--- src/rtl/cisr_row_scheduler.sv ---
// Row scheduler for the CISR decode path: places rows, in order, into the lowest
// free lane and reports per-lane row ownership while nonzeros are consumed.
module cisr_row_scheduler #(
  parameter int LANES = 4,
  parameter int ID_W  = 5,
  parameter int LEN_W = 5
) (
  input  logic                  clk,
  input  logic                  reset,
  input  logic                  start,
  input  logic [ID_W-1:0]       num_rows,
  input  logic                  len_valid,
  input  logic [LEN_W-1:0]      len_data,
  output logic                  len_ready,
  input  logic                  advance,
  output logic [LANES-1:0]      lane_valid,
  output logic [LANES*ID_W-1:0] lane_row_id,
  output logic [LANES-1:0]      lane_last,
  output logic                  busy,
  output logic                  done
);

  typedef enum logic [1:0] {IDLE, RUN, DRAIN, DONE} stateT;

  stateT             state, stateNext;
  logic [ID_W-1:0]   rowsQ, rowsNext;
  logic [ID_W-1:0]   nextId, nextIdNext;
  logic [LANES-1:0]  occ, occNext;
  logic [LEN_W-1:0]  rem [LANES];
  logic [LEN_W-1:0]  remNext [LANES];
  logic [ID_W-1:0]   id [LANES];
  logic [ID_W-1:0]   idNext [LANES];
  logic              accept;
  logic              loaded;

  assign len_ready  = (state == RUN) && !(&occ);
  assign accept     = len_valid && len_ready;
  assign lane_valid = occ;
  assign busy       = (state != IDLE);
  assign done       = (state == DONE);

  always_comb begin
    lane_row_id = '0;
    lane_last   = '0;
    for (int unsigned i = 0; i < LANES; i++) begin
      lane_row_id[i*ID_W +: ID_W] = id[i];
      lane_last[i] = occ[i] && (rem[i] == LEN_W'(1));
    end
  end

  always_comb begin
    stateNext  = state;
    rowsNext   = rowsQ;
    nextIdNext = nextId;
    occNext    = occ;
    remNext    = rem;
    idNext     = id;
    loaded     = 1'b0;

    if (advance) begin
      for (int unsigned i = 0; i < LANES; i++) begin
        if (occ[i]) begin
          if (rem[i] == LEN_W'(1)) begin
            occNext[i] = 1'b0;
            remNext[i] = '0;
          end else begin
            remNext[i] = rem[i] - LEN_W'(1);
          end
        end
      end
    end

    // Eligibility uses occupancy at cycle start, so a lane freed this cycle waits one cycle.
    if (accept) begin
      nextIdNext = nextId + ID_W'(1);
      if (len_data != '0) begin
        for (int unsigned i = 0; i < LANES; i++) begin
          if (!occ[i] && !loaded) begin
            occNext[i] = 1'b1;
            remNext[i] = len_data;
            idNext[i]  = nextId;
            loaded     = 1'b1;
          end
        end
      end
    end

    unique case (state)
      IDLE: begin
        if (start) begin
          rowsNext   = num_rows;
          nextIdNext = '0;
          stateNext  = (num_rows != '0) ? RUN : DRAIN;
        end
      end
      RUN: begin
        if (accept && (nextId + ID_W'(1) == rowsQ)) stateNext = DRAIN;
      end
      // Looking at next-cycle occupancy lets done follow the final consumption directly.
      DRAIN: begin
        if (occNext == '0) stateNext = DONE;
      end
      DONE: stateNext = IDLE;
      default: stateNext = IDLE;
    endcase
  end

  always_ff @(posedge clk or negedge reset) begin
    if (!reset) begin
      state  <= IDLE;
      rowsQ  <= '0;
      nextId <= '0;
      occ    <= '0;
      for (int unsigned i = 0; i < LANES; i++) begin
        rem[i] <= '0;
        id[i]  <= '0;
      end
    end else begin
      state  <= stateNext;
      rowsQ  <= rowsNext;
      nextId <= nextIdNext;
      occ    <= occNext;
      for (int unsigned i = 0; i < LANES; i++) begin
        rem[i] <= remNext[i];
        id[i]  <= idNext[i];
      end
    end
  end

endmodule

--- config.mk ---
export PLATFORM = sky130hd
export DESIGN_NAME = cisr_row_scheduler
export DESIGN_NICKNAME = d
export VERILOG_FILES = /design/src/rtl/cisr_row_scheduler.sv
export SDC_FILE = /design/constraint.sdc
export NUM_CORES = 1
export LEC_CHECK = 0
export ABC_CLOCK_PERIOD_IN_PS = 6750
export CORE_UTILIZATION = 46
export CTS_BUF_LIST = sky130_fd_sc_hd__clkbuf_8
export DETAILED_ROUTE_END_ITERATION = 16
export DONT_BUFFER_PORTS = 1
export PLACE_DENSITY = 0.6
export SKIP_LAST_GASP = 1
export SLEW_MARGIN = 20
export SYNTH_ARGS = -nofsm -noshare
export SYNTH_HDL_FRONTEND = slang
export SYNTH_SLANG_ARGS = --single-unit
--- constraint.sdc ---
create_clock -name clk -period 6.75 [get_ports clk]
set_clock_uncertainty 0.15 [all_clocks]
set_input_delay 0 -clock clk [delete_from_list [all_inputs] [get_ports clk]]
set_output_delay 0 -clock clk [all_outputs]
set_load 0.03 [all_outputs]
==> results.ini <==
[outcome]
status = completed

[detailed_routing]
drt_iter0_markers = 85
routed_wl_um = 6610
drt-pass1-iter-count = 4
detail-route-antenna-nets = 0
via_per_inst = 5.62
via_count = 2180
wl_per_cell_um = 17.0
drcViolationCount = 0

[worst_setup_path]
required_ns = 6.84
worstPathArrival_ns = 3.20
slowest_stage = dlygate4sd3_1
critPathMaxFanout = 12
critPathLaunchType = primary input
end_kind = register
critical_path.top_delay_family = buffers and inverters
critPathMaxStageDelay_ns = 0.66
cp_cell_sequence = dlygate4sd3_1, or4_4, dlygate4sd3_1, nor2_4, nor4_2, buf_4, o31ai_1, dlygate4sd3_1
path_buf_inv = 4
crit_top_cell = dlygate4sd3_1
crit_type = primary input to register

[timing]
holdWs_ns = 0.0245
finalHoldViolCount = 0
slew_violations = 0
rsz0062_at_grt = false
tightest_slew_ns = 0.770
setup_viol = 0
tns_ns = 0
slew_headroom_pct = 48.7
min_period_ns = 3.11
max_freq_mhz = 322
timing.final.crit_share_pct = 46.0

[global_route]
grt_max_degree = 57
grt_first_pass_wirelength_um = 11300
antenna_found_initial = 0
grt_usage_pct = 20.6
grt_pass1_vias = 2168
grt_overflow_total = 0

[cells_and_area]
post-route-cell-area_mm2 = 0.00343
area.growth.synth_to_final_pct = 13.9
fin_nets = 340
stdcell_count = 388
drive_gt1_share_pct = 11.6
num_antenna_cells = 0

[yosys]
synth.top_cells.by_count = 56 x dfrtp_1, 32 x nand2_1, 18 x inv_1, 15 x nor2_1
syn_avg_cell_area_um2 = 10.5
syn-cell-area_mm2 = 0.00301
synth_top_area_share_pct = 46.6
yosysTopAreaCell = dfrtp_1
post-synth-top-count-cell = dfrtp_1
synth_fp_nets = 316
synth.distinct_cells = 46
ys_seq_elements = 56
syn_inst = 287
seq_area_frac_synth_pct = 46.6
async_flop_share_pct = 100
synth_edf_count = 0
ys_warn_count = 0
synthTopCellsByArea = dfrtp_1 47%, ha_1 5.8%, mux2_1 5.2%
synth_ff_type = dfrtp_1

[pwr]
power_density_mw_per_mm2 = 405
p_leak_nw = 1.56
ir_drop_mv = 0.205

[placed_design]
dp_hpwl_um = 4500
place_area_mm2 = 0.00306
dp.cells = 354
place_congestion = 0.753
io_buffers = 0

[min_path]
hold_class = primary input to register

[flow_run]
maxCapViolCount = 0

[die]
fp.dieArea_mm2 = 0.00687
row_count = 29
initial_core_util_pct = 47.4
ios = 46
coreArea_mm2 = 0.00635
die_w_um = 82.9
die_y_um = 82.9

[clock_tree]
cts.reportedPaths.clkPinSlew_ns = 0.10
clock_latency_ns = 0.31
cts_buffers = 5
htree_levels = 2
post_cts_buffers = 0
clock-sinks = 56
cts_root_buf = clkbuf_8
clk_path_buf_depth = 2
tritoncts = built

-- per-layer routing --
metal	wire (um)	global-route usage (%)	part of all wire (%)
met2	3260	35.5	49
met4	44	4.23	0.67
met1	3030	26.6	46
met3	278	4.37	4.2
met5	0	0	0
-- final cells by class --
type	count	area, um2
Multi-Input combinational cell	200	1480
Clock inverter	2	12.5
Clock buffer	5	68.8
Fill cell	543	2920
Sequential cell	56	1400
Timing Repair Buffer	29	303
Inverter	19	71.3
Tap cell	77	96.3
-- power by group --
group | internal [mW] | switching, mW | total [mW]
logic | 0.269 | 0.282 | 0.551
registers | 0.454 | 0.208 | 0.662
clock network | 0.0706 | 0.107 | 0.177
-- through the flow --
stage	power, mW	worst slack (ns)	util [%]
finish	1.39	3.64	54.0
global placement	1.15	3.95	48.2
CTS	1.39	3.67	54.0
detailed placement	1.15	3.88	48.2
floorplan	1.05	4.50	-
global route	1.50	3.56	54.0
-- registers in the layout (all words and copies together), names as in the netlist --
name,flops
nextId,5
state,2
rowsQ,5
rem,20
lane_valid,4
lane_row_id,20
-- worst paths after layout --
| path | startpoint | endpoint | slack [ns] | depth (start not counted) |
|---|---|---|---|---|
| worst max-delay path | len_data[1] | rem[7] | 3.64 | 8 |
| worst min-delay path | advance | rem[9] | 0.02 | 5 |
| worst max register to register | lane_valid[0] | rem[7] | 3.76 | 7 |
| worst min register to register | state[1] | state[1] | 0.41 | 1 |
| max in group asynchronous | reset | rem[15] | 6.16 | 2 |
| min in group asynchronous | reset | state[1] | 0.05 | 2 |
-- timing repair --
| action | CTS | global route |
|---|---|---|
| hold buffers | 27 | 0 |
| hold endpoints to repair | 92 | 0 |
| gates resized for setup | 0 | 0 |
-- worst min-delay path, cell delays in order --
cell and delay (ns):
nand3_1 0.10, nor3_1 0.06, xnor2_1 0.13, or3_1 0.09
o21ai_1 0.06
-- logic make-up (layout without fill, tap and decap cells) --
logic type | Yosys count | count (layout) | synth area share, %
buffers and inverters | 31 | 55 | 4.41
DFF | 56 | 56 | 46.6
and+or+nand+nor | 96 | 96 | 17.5
AOI/OAI and AO/OA | 42 | 42 | 9.52
xor gates and xnor gates | 21 | 21 | 6.11
adders and majority gates | 14 | 14 | 5.82
muxes | 27 | 27 | 10.1
-- cell usage in the layout, fill, tap and decap left out, types with 2 or more instances in the layout --
master         netlist  layout
ha_1                14      14
or3_1                5       5
dlygate4sd3_1        0      26
xnor2_1             14      14
nor4b_1              3       3
and3_1               2       2
mux2i_1              3       3
nor3_1               8       8
a21oi_1             12      12
nor2_1              15      15
nand2_1             32      32
o22ai_1              3       3
mux2_2               9       9
clkbuf_8             0       5
buf_4                0       2
or4_1                2       2
nand3_1              8       8
a21bo_2              4       4
nor4_2               2       2
o31ai_1              6       6
xor2_1               7       7
o21ai_1              3       3
nor4_1               4       4
inv_1               18      18
and2_1               5       5
dfrtp_1             56      56
mux2_1              14      14
o21ai_0              8       8
Power figures use the tool's default switching activity.
